$ cat src/rtl/in_out_control_if.sv
// Memory command bus between the switch/key front-end (master) and the memory controller (slave).
interface in_out_control_if #(
    parameter int ADDR_W = 25,
    parameter int DATA_W = 16
);
    logic [1:0]        modeOutput;
    logic [ADDR_W-1:0] memoryAddress;
    logic [DATA_W-1:0] write_data;
    logic              memDone;
    logic [DATA_W-1:0] read_data;

    modport master (
        output modeOutput,
        output memoryAddress,
        output write_data,
        input  memDone,
        input  read_data
    );

    modport slave (
        input  modeOutput,
        input  memoryAddress,
        input  write_data,
        output memDone,
        output read_data
    );
endinterface

$ cat src/rtl/in_out_control.sv
// Switch/key front-end: keys in an address (and write data) from sw, launches a memory access, shows results.
// Optional KEY_EDGE_DETECT_EN: keys are rising-edge detected internally (one registered cycle of delay).
//
// state   | meaning
// IDLE    | waiting for key0 (read) or key1 (write)
// RD_A0   | read, latch address [7:0] on key1
// RD_A1   | read, latch address [15:8] on key1
// RD_A2   | read, latch address [24:16] on key1, then launch
// RD_WAIT | read in flight, modeOutput=01
// RD_DONE | read data captured, ioDone=1 until a key
// WR_A0   | write, latch address [7:0] on key1
// WR_A1   | write, latch address [15:8] on key1
// WR_A2   | write, latch address [24:16] on key1
// WR_D0   | write, latch data [7:0] on key1
// WR_D1   | write, latch data [15:8] on key1, then launch
// WR_WAIT | write in flight, modeOutput=10
module in_out_control #(
    parameter int ADDR_W = 25,
    parameter int DATA_W = 16
) (
    input  logic               clk,
    input  logic               reset,
    input  logic               key0_pulse,
    input  logic               key1_pulse,
    input  logic [8:0]         sw,
    in_out_control_if.master   mem,
    output logic [DATA_W-1:0]  displayData,
    output logic               ioDone,
    output logic [11:0]        out_state
);

    typedef enum logic [11:0] {
        IDLE    = 12'h001,
        RD_A0   = 12'h002,
        RD_A1   = 12'h004,
        RD_A2   = 12'h008,
        RD_WAIT = 12'h010,
        RD_DONE = 12'h020,
        WR_A0   = 12'h040,
        WR_A1   = 12'h080,
        WR_A2   = 12'h100,
        WR_D0   = 12'h200,
        WR_D1   = 12'h400,
        WR_WAIT = 12'h800
    } state_t;

    state_t            state_q, state_d;
    logic [ADDR_W-1:0] addr_q, addr_d;
    logic [DATA_W-1:0] wdata_q, wdata_d;
    logic [DATA_W-1:0] rdata_q, rdata_d;
    logic [1:0]        mode_q, mode_d;
    logic              io_done_q, io_done_d;
    logic              wait_first_q, wait_first_d;
    logic              wait_done;
    logic              key0, key1;

`ifdef KEY_EDGE_DETECT_EN
    logic key0_prev, key1_prev, key0_evt, key1_evt;

    always_ff @(posedge clk) begin
        if (reset) begin
            key0_prev <= 1'b0;
            key1_prev <= 1'b0;
            key0_evt  <= 1'b0;
            key1_evt  <= 1'b0;
        end else begin
            key0_prev <= key0_pulse;
            key1_prev <= key1_pulse;
            key0_evt  <= key0_pulse & ~key0_prev;
            key1_evt  <= key1_pulse & ~key1_prev;
        end
    end

    assign key0 = key0_evt;
    assign key1 = key1_evt;
`else
    assign key0 = key0_pulse;
    assign key1 = key1_pulse;
`endif

    always_ff @(posedge clk) begin
        if (reset) begin
            state_q <= IDLE;
        end else begin
            state_q <= state_d;
        end
    end

    always_comb begin
        state_d   = state_q;
        addr_d    = addr_q;
        wdata_d   = wdata_q;
        rdata_d   = rdata_q;
        io_done_d = 1'b0;
        // The memory side may still report idle on the first WAIT cycle, so it is not trusted then.
        wait_done = ~wait_first_q & mem.memDone;

        if (key0 && key1) begin
            state_d = IDLE;
        end else begin
            case (state_q)
                IDLE: begin
                    if (key0) begin
                        state_d = RD_A0;
                        addr_d  = '0;
                        wdata_d = '0;
                    end else if (key1) begin
                        state_d = WR_A0;
                        addr_d  = '0;
                        wdata_d = '0;
                    end
                end
                RD_A0, WR_A0: begin
                    if (key1) begin
                        addr_d[7:0] = sw[7:0];
                        state_d     = (state_q == RD_A0) ? RD_A1 : WR_A1;
                    end
                end
                RD_A1, WR_A1: begin
                    if (key1) begin
                        addr_d[15:8] = sw[7:0];
                        state_d      = (state_q == RD_A1) ? RD_A2 : WR_A2;
                    end
                end
                RD_A2, WR_A2: begin
                    if (key1) begin
                        addr_d[ADDR_W-1:16] = sw[ADDR_W-17:0];
                        state_d             = (state_q == RD_A2) ? RD_WAIT : WR_D0;
                    end
                end
                WR_D0: begin
                    if (key1) begin
                        wdata_d[7:0] = sw[7:0];
                        state_d      = WR_D1;
                    end
                end
                WR_D1: begin
                    if (key1) begin
                        wdata_d[DATA_W-1:8] = sw[DATA_W-9:0];
                        state_d             = WR_WAIT;
                    end
                end
                RD_WAIT: begin
                    if (wait_done) begin
                        rdata_d = mem.read_data;
                        state_d = RD_DONE;
                    end
                end
                RD_DONE: begin
                    if (key0 || key1) begin
                        state_d = IDLE;
                    end
                end
                WR_WAIT: begin
                    if (wait_done) begin
                        state_d   = IDLE;
                        io_done_d = 1'b1;
                    end
                end
                default: state_d = IDLE;
            endcase
        end

        // Command and status are registered from the next state so they line up with out_state.
        if (state_d == RD_WAIT) begin
            mode_d = 2'b01;
        end else if (state_d == WR_WAIT) begin
            mode_d = 2'b10;
        end else begin
            mode_d = 2'b00;
        end
        io_done_d    = io_done_d | (state_d == RD_DONE);
        wait_first_d = ((state_d == RD_WAIT) || (state_d == WR_WAIT)) && (state_d != state_q);
    end

    always_ff @(posedge clk) begin
        if (reset) begin
            addr_q       <= '0;
            wdata_q      <= '0;
            rdata_q      <= '0;
            mode_q       <= 2'b00;
            io_done_q    <= 1'b0;
            wait_first_q <= 1'b0;
        end else begin
            addr_q       <= addr_d;
            wdata_q      <= wdata_d;
            rdata_q      <= rdata_d;
            mode_q       <= mode_d;
            io_done_q    <= io_done_d;
            wait_first_q <= wait_first_d;
        end
    end

    assign mem.modeOutput    = mode_q;
    assign mem.memoryAddress = addr_q;
    assign mem.write_data    = wdata_q;
    assign ioDone            = io_done_q;
    assign out_state         = state_q;
    assign displayData       = (state_q inside {WR_A0, WR_A1, WR_A2, WR_D0, WR_D1, WR_WAIT})
                               ? wdata_q : rdata_q;

endmodule

$ cat src/flat_wrapper.sv
// flat-port wrapper written by rule: the top's interface ports become plain ports
module in_out_control_flat 
#(
    parameter int ADDR_W = 25,
    parameter int DATA_W = 16
)
  (clk, reset, key0_pulse, key1_pulse, sw, displayData, ioDone, out_state, mem_modeOutput, mem_memoryAddress, mem_write_data, mem_memDone, mem_read_data);
  in_out_control_if #(.ADDR_W(ADDR_W), .DATA_W(DATA_W)) mem_i ();
  input  logic clk;
  input  logic reset;
  input  logic key0_pulse;
  input  logic key1_pulse;
  input  logic [8:0] sw;
  output logic [DATA_W-1:0] displayData;
  output logic ioDone;
  output logic [11:0] out_state;
  output wire logic [$bits(mem_i.modeOutput)-1:0] mem_modeOutput;
  output wire logic [$bits(mem_i.memoryAddress)-1:0] mem_memoryAddress;
  output wire logic [$bits(mem_i.write_data)-1:0] mem_write_data;
  input wire logic [$bits(mem_i.memDone)-1:0] mem_memDone;
  input wire logic [$bits(mem_i.read_data)-1:0] mem_read_data;
  assign mem_modeOutput = mem_i.modeOutput;
  assign mem_memoryAddress = mem_i.memoryAddress;
  assign mem_write_data = mem_i.write_data;
  assign mem_i.memDone = mem_memDone;
  assign mem_i.read_data = mem_read_data;
  in_out_control #(.ADDR_W(ADDR_W), .DATA_W(DATA_W)) u_core (.clk(clk), .reset(reset), .key0_pulse(key0_pulse), .key1_pulse(key1_pulse), .sw(sw), .mem(mem_i), .displayData(displayData), .ioDone(ioDone), .out_state(out_state));
endmodule
$ cat config.mk
export PLATFORM = sky130hd
export DESIGN_NAME = in_out_control_flat
export DESIGN_NICKNAME = d
export VERILOG_FILES = /design/src/rtl/in_out_control_if.sv /design/src/rtl/in_out_control.sv /design/src/flat_wrapper.sv
export SDC_FILE = /design/constraint.sdc
export NUM_CORES = 1
export LEC_CHECK = 0
export ABC_CLOCK_PERIOD_IN_PS = 7230
export CORE_MARGIN = 2
export CORE_UTILIZATION = 60
export DETAILED_ROUTE_END_ITERATION = 8
export DONT_BUFFER_PORTS = 1
export PLACE_DENSITY = 0.79
export SYNTH_ARGS = -nofsm -noshare
export SYNTH_HDL_FRONTEND = slang
export SYNTH_SLANG_ARGS = --single-unit
export TNS_END_PERCENT = 10
$ cat constraint.sdc
create_clock -name clk -period 7.23 [get_ports clk]
set_clock_uncertainty 0.1 [all_clocks]
set_input_delay 1.446 -clock clk [delete_from_list [all_inputs] [get_ports clk]]
set_output_delay 1.446 -clock clk [all_outputs]
set_load 0.02 [all_outputs]
After elaboration in Yosys (flattened, before gate mapping)
Cells that the tools add are included.
{ "word_totals": {"inputBits": 30, "output_inout_bits": 72, "word_cells": 89, "ff_bits": 73} }
{ "op_classes": {"reduce_logical": 20, "bitwise": 4, "eq_ne": 22, "mux": 32} }
{ "op_table": {"columns": ["cell", "n"], "rows": [
  ["2-to-1 mux 12 bit", 11],
  ["case mux 12 bit (9 select lines)", 1],
  ["case mux 8 bit (2 select lines)", 4],
  ["2-to-1 mux 25 bit", 2],
  ["2-to-1 mux 16 bit", 3],
  ["equality test 12 bit, second input constant", 2],
  ["equality test 12 x 5 -> 1 bit, second input constant", 2],
  ["equality test 12 x 6 -> 1 bit, second input constant", 2],
  ["AND reduction 4 bit", 5],
  ["2-to-1 mux 9 bit", 2],
  ["case mux 9 bit (2 select lines)", 1],
  ["2-to-1 mux 8 bit", 2],
  ["equality test 12 x 1 -> 1 bit, second input constant", 1],
  ["equality test 12 x 10 -> 1 bit, second input constant", 1],
  ["equality test 12 x 11 -> 1 bit, second input constant", 1],
  ["equality test 12 x 2 -> 1 bit, second input constant", 1],
  ["equality test 12 x 3 -> 1 bit, second input constant", 1],
  ["equality test 12 x 4 -> 1 bit, second input constant", 1],
  ["equality test 12 x 7 -> 1 bit, second input constant", 1],
  ["equality test 12 x 8 -> 1 bit, second input constant", 1],
  ["equality test 12 x 9 -> 1 bit, second input constant", 1],
  ["!= test 12 bit", 1],
  ["2-to-1 mux 10 bit", 1],
  ["!= test 2 bit, second input constant", 5],
  ["12 further kinds", 25]
]} }

Depth between registers and ports, before layout
{ "depth": {"depth_word": 8, "depth_mapped": 9, "ltp_nobuf": 6} }

Least setup slack after synthesis
OpenSTA, ideal clock, no wires.
{ "synth_timing": {"path_kind": "flip-flop to output port", "startpoint": "register u_core.state_q[6], in the netlist u_core.out_state[6]", "endpoint": "output port displayData[10]", "stages_incl_launch_ff": 9, "required_time_ns": 5.684, "n_path_buf": 3, "slack_ns": 3.435, "arrival_ns": 2.249, "path_cell_list": "dfxtp_1 > buf_6 > or4_4 > buf_6 > nor3_1 > nand2_1 > nand3_1 > buf_2 > mux2_2"} }
{ "synth_between": {"elab_chain_cells": 3, "elab_cells_between_ends": 8, "cone_classes": "eq/ne (6); mux (1); reduce/logical (1)"} }
{ "synth_rtl": {"columns": ["element", "line", "source"], "rows": [
  ["start: declaration", "in_out_control.sv:47", "state_t state_q, state_d;"],
  ["start signal: assignment", "in_out_control.sv:85", "state_q <= state_d;"],
  ["equality test 12 x 7 -> 1 bit, or another cell as far along", "in_out_control.sv:199", "assign displayData = (state_q inside {WR_A0, WR_A1, WR_A2, WR_D0, WR_D1, WR_WAIT})"],
  ["nonzero test 6 bit *", "in_out_control.sv:199", null],
  ["2-to-1 mux 16 bit *", "in_out_control.sv:200", "? wdata_q : rdata_q;"],
  ["end: declaration", "flat_wrapper.sv:14", "output logic [DATA_W-1:0] displayData;"]
]} }
Every way passes the cells marked *; elsewhere a longest branch is shown, timed or not.

Final worst setup path
{ "layout_timing": {"startpoint": "register u_core.state_q[0], in the netlist u_core.out_state[0]", "endpoint": "output port displayData[5]"} }
Same word-level chain as after synthesis.

==> impl_metrics.prom <==
# TYPE chip_impl_metric gauge
chip_impl_info{name="result_of_the_run",value="finished, final reports clean"} 1
chip_impl_metric{name="p_leak",unit="nW"} 1.26
chip_impl_metric{name="intPower",unit="mW"} 0.623
chip_impl_metric{name="synth.yosys.warnings",unit=""} 0
chip_impl_metric{name="post_synth_num_cell_types",unit=""} 49
chip_impl_metric{name="syn-instance-count",unit=""} 425
chip_impl_metric{name="finalSetupViolCount",unit=""} 0
chip_impl_metric{name="maximum_number_of_pins_on_one_net_before_global_route_repair",unit=""} 61
chip_impl_metric{name="final_hold_viol_count",unit=""} 0
chip_impl_metric{name="grt_use_total",unit="%"} 28.8
chip_impl_metric{name="cts_num_sinks",unit=""} 73
chip_impl_metric{name="initial_cell_density_of_the_core",unit="%"} 62.5
chip_impl_metric{name="sw_frac_of_total",unit="%"} 25.0
chip_impl_metric{name="worst-endpoint-arrival",unit="ns"} 2.98
chip_impl_info{name="synth_flop_cell",value="sky130_fd_sc_hd__dfxtp_1"} 1
chip_impl_metric{name="top_level_ports",unit=""} 102
chip_impl_info{name="tritoncts",value="built"} 1
chip_impl_metric{name="fmaxAchievable",unit="MHz"} 221
chip_impl_metric{name="power",unit="mW"} 0.831
chip_impl_metric{name="setup-tns-final",unit="ns"} 0
chip_impl_metric{name="layout-area-overhead-vs-synth",unit="%"} 4.52
chip_impl_info{name="most_common_cell_in_the_synthesized_netlist",value="sky130_fd_sc_hd__dfxtp_1"} 1
chip_impl_metric{name="die_height",unit="um"} 80.2
chip_impl_metric{name="timing.max_slew.rel_slack",unit="%"} 42.0
chip_impl_metric{name="drt_first_pass_iters",unit=""} 4
chip_impl_metric{name="power.share.sequential",unit="%"} 49.4
chip_impl_metric{name="routed_wl",unit="mm"} 9.25
chip_impl_metric{name="grt-ovfl-total",unit=""} 0
chip_impl_info{name="class_of_the_worst_hold_path",value="reg2reg"} 1
chip_impl_metric{name="worst_skew_pair_latency",unit="ns"} 0.34
chip_impl_metric{name="met1Wirelength",unit="mm"} 4.02
chip_impl_metric{name="clk_pin_slew_worst_paths",unit="ns"} 0.08
chip_impl_metric{name="ys_async_sr_fraction",unit="%"} 0
chip_impl_metric{name="coreArea",unit="sq mm"} 0.00557
chip_impl_metric{name="yosys.area.top_type_share",unit="%"} 41.9
chip_impl_info{name="setup.worst_path.start_class",value="register"} 1
chip_impl_metric{name="dr.first_iter.drc_count",unit=""} 266
chip_impl_metric{name="postCtsResizedCells",unit=""} 0
chip_impl_metric{name="total_die_area",unit="sq mm"} 0.00643
chip_impl_metric{name="ys_seq_elements",unit=""} 73
chip_impl_metric{name="worst-slew-pin-transition",unit="ns"} 0.868
chip_impl_info{name="netlist_top_cells_area",value="sky130_fd_sc_hd__dfxtp_1 42%, sky130_fd_sc_hd__nand2_1 7.2%, sky130_fd_sc_hd__a21oi_1 7.0%"} 1
chip_impl_metric{name="drive_gt1_share",unit="%"} 13.4
chip_impl_metric{name="dp.final_hpwl",unit="mm"} 6.53
chip_impl_metric{name="power.clock.fraction",unit="%"} 42.6
chip_impl_info{name="synthDominantAreaCellType",value="sky130_fd_sc_hd__dfxtp_1"} 1
chip_impl_metric{name="clock_tree.buffer_depth",unit=""} 2
chip_impl_metric{name="design.final.nets",unit=""} 434
chip_impl_metric{name="routed_wire_length_per_instance",unit="um"} 19.2
chip_impl_metric{name="htreeDepth",unit=""} 3
chip_impl_metric{name="place.gp.congestion",unit=""} 0.965
chip_impl_metric{name="initial_antenna_violation_count",unit=""} 0
chip_impl_metric{name="power_switching",unit="mW"} 0.208
chip_impl_metric{name="drt.antenna.violating_nets",unit=""} 0
chip_impl_metric{name="via_count",unit=""} 3049
chip_impl_metric{name="antenna_cells_inserted",unit=""} 0
chip_impl_metric{name="combinationalPowerShare",unit="%"} 8.0
chip_impl_metric{name="synth_sequential_area_ratio",unit="%"} 41.9
chip_impl_metric{name="placement_rows",unit=""} 27
chip_impl_metric{name="met3WireLength",unit="um"} 909
chip_impl_info{name="cp-end-kind",value="primary output"} 1
chip_impl_info{name="top_layer_used",value="met4"} 1
chip_impl_metric{name="cts_setup_buffers",unit=""} 0
chip_impl_metric{name="post_route_fraction_of_the_period_consumed_by_the_critical_path",unit="%"} 62.5
chip_impl_metric{name="cts_inserted_buffers",unit=""} 9
chip_impl_metric{name="worst_ep_required_time",unit="ns"} 5.68
chip_impl_metric{name="die_w",unit="um"} 80.2
chip_impl_metric{name="wl_met2",unit="mm"} 4.22
chip_impl_metric{name="grt_first_pass_wirelength",unit="mm"} 14.1
chip_impl_metric{name="number_of_enable_flip_flop_cells_after_synthesis",unit=""} 0
chip_impl_metric{name="syn-num-nets",unit=""} 455
chip_impl_metric{name="grt_pass1_vias",unit=""} 2745
chip_impl_metric{name="finalWorstPathRequiredPeriod",unit="ns"} 4.52
chip_impl_info{name="rsz0062_at_grt",value="false"} 1
chip_impl_metric{name="synthesis.area",unit="sq mm"} 0.00348
chip_impl_metric{name="path_max_fanout",unit=""} 16
chip_impl_metric{name="drc",unit=""} 0
chip_impl_info{name="post_synth_most_frequent_cells",value="73 x sky130_fd_sc_hd__dfxtp_1, 67 x sky130_fd_sc_hd__nand2_1, 49 x sky130_fd_sc_hd__a21oi_1"} 1
chip_impl_metric{name="report.final.slew_viol_count",unit=""} 0
chip_impl_info{name="cts_root_buf",value="sky130_fd_sc_hd__clkbuf_8"} 1
chip_impl_metric{name="post_synth.cell_area_avg",unit="sq um"} 8.20
chip_impl_metric{name="worst_ir_drop_vdd",unit="mV"} 0.186
chip_impl_metric{name="routed_via_density",unit=""} 6.34
chip_impl_metric{name="power_density",unit="mW/mm^2"} 228
chip_impl_metric{name="placement.io_buffers",unit=""} 0
chip_impl_info{name="timing_worst_setup_path_type",value="reg2out"} 1
chip_impl_metric{name="cts.hold.buffers_added",unit=""} 0
chip_impl_metric{name="drv.max_cap_violation_count",unit=""} 0
-- worst paths after layout --
path | start | to | slack [ns] | cells after the start
max | u_core.out_state[0] | displayData[5] | 2.71 | 5
max reg2reg | u_core.out_state[0] | u_core.mem.write_data[2] | 4.40 | 6
min reg2reg | u_core.rdata_q[2] | u_core.rdata_q[2] | 0.35 | 2
min | u_core.rdata_q[2] | u_core.rdata_q[2] | 0.35 | 2
-- registers in the layout, summed over array words and instances, names as in the netlist --
signal,flops
u_core.wait_first_q,1
u_core.mem.write_data,16
u_core.mem.memoryAddress,25
u_core.mem.modeOutput,2
u_core.ioDone,1
u_core.rdata_q,16
u_core.out_state,12
-- power by group through the flow --
| stage | Combinational, mW | Sequential [mW] | Clock (mW) |
|---|---|---|---|
| 2_1_floorplan | 0.0639 | 0.416 | 0 |
| 3_3_place_gp | 0.0649 | 0.420 | 0 |
| 3_5_place_dp | 0.0649 | 0.420 | 0 |
| 4_1_cts | 0.0655 | 0.410 | 0.356 |
| 5_1_grt | 0.0723 | 0.411 | 0.373 |
| 6_report | 0.0664 | 0.411 | 0.354 |
-- worst max-delay path, cell delays in order (launching register included) --
cell                      delay (ns)
sky130_fd_sc_hd__dfxtp_1        0.50
sky130_fd_sc_hd__nor4_1         0.67
sky130_fd_sc_hd__and3_1         0.29
sky130_fd_sc_hd__nand2_1        0.07
sky130_fd_sc_hd__nand3_1        0.61
sky130_fd_sc_hd__mux2_2         0.48
-- kinds of logic (layout without fill, tap and decap cells) --
kind of cell           after synthesis  after routing  synth area share (%)
buffers and inverters               35             19                  4.78
XOR/XNOR                             5              5                  1.26
flip-flops                          73             73                  41.9
AND/OR/NAND/NOR                    207            207                  30.1
multiplexers                        26             26                  8.11
AO/OA/AOI/OAI                       79             79                  13.8
-- metal layers --
layer	GRT usage, %	vias up
met4	12.4	0
met3	5.06	11
li1	-	1454
met1	39.7	1416
met2	44.2	168
met5	0	-
-- layout make-up --
class	instances	area, sq um
Fill cell	504	1930
Inverter	2	7.51
Tap cell	72	90.1
Multi-Input combinational cell	317	1860
Clock inverter	6	91.3
Sequential cell	73	1460
Clock buffer	10	128
Timing Repair Buffer	1	7.51
-- cell usage in the layout (no fill, tap or decap), types with 3 or more instances in the layout --
cell	instances
sky130_fd_sc_hd__mux2i_1	8
sky130_fd_sc_hd__xor2_1	3
sky130_fd_sc_hd__nand2_1	67
sky130_fd_sc_hd__nor2_1	39
sky130_fd_sc_hd__nor4_1	6
sky130_fd_sc_hd__o21ai_0	4
sky130_fd_sc_hd__nand4b_1	3
sky130_fd_sc_hd__and3_1	5
sky130_fd_sc_hd__or2_2	3
sky130_fd_sc_hd__nand3_1	34
sky130_fd_sc_hd__dfxtp_1	73
sky130_fd_sc_hd__clkbuf_8	9
sky130_fd_sc_hd__a21oi_1	49
sky130_fd_sc_hd__nor2b_1	6
sky130_fd_sc_hd__nand2b_1	5
sky130_fd_sc_hd__and2_2	8
sky130_fd_sc_hd__nand4_1	6
sky130_fd_sc_hd__nand3b_1	4
sky130_fd_sc_hd__a22oi_1	10
sky130_fd_sc_hd__mux2_2	18
sky130_fd_sc_hd__a31oi_1	3
sky130_fd_sc_hd__nor3_1	9
-- per-stage QoR --
stage | worst slack (ns) | cell area (sq um) | utilization, % | hold WS [ns] | cells
2_1_floorplan | 3.44 | 3480 | - | 0.329 | 425
3_3_place_gp | 3.14 | 3420 | 61.4 | 0.331 | 465
3_5_place_dp | 3.11 | 3420 | 61.4 | 0.338 | 465
4_1_cts | 2.72 | 3640 | 65.3 | 0.349 | 481
5_1_grt | 2.54 | 3640 | 65.3 | 0.371 | 481
6_report | 2.71 | 3640 | 65.3 | 0.346 | 481
Note: power is estimated with default switching activity, not from simulation.
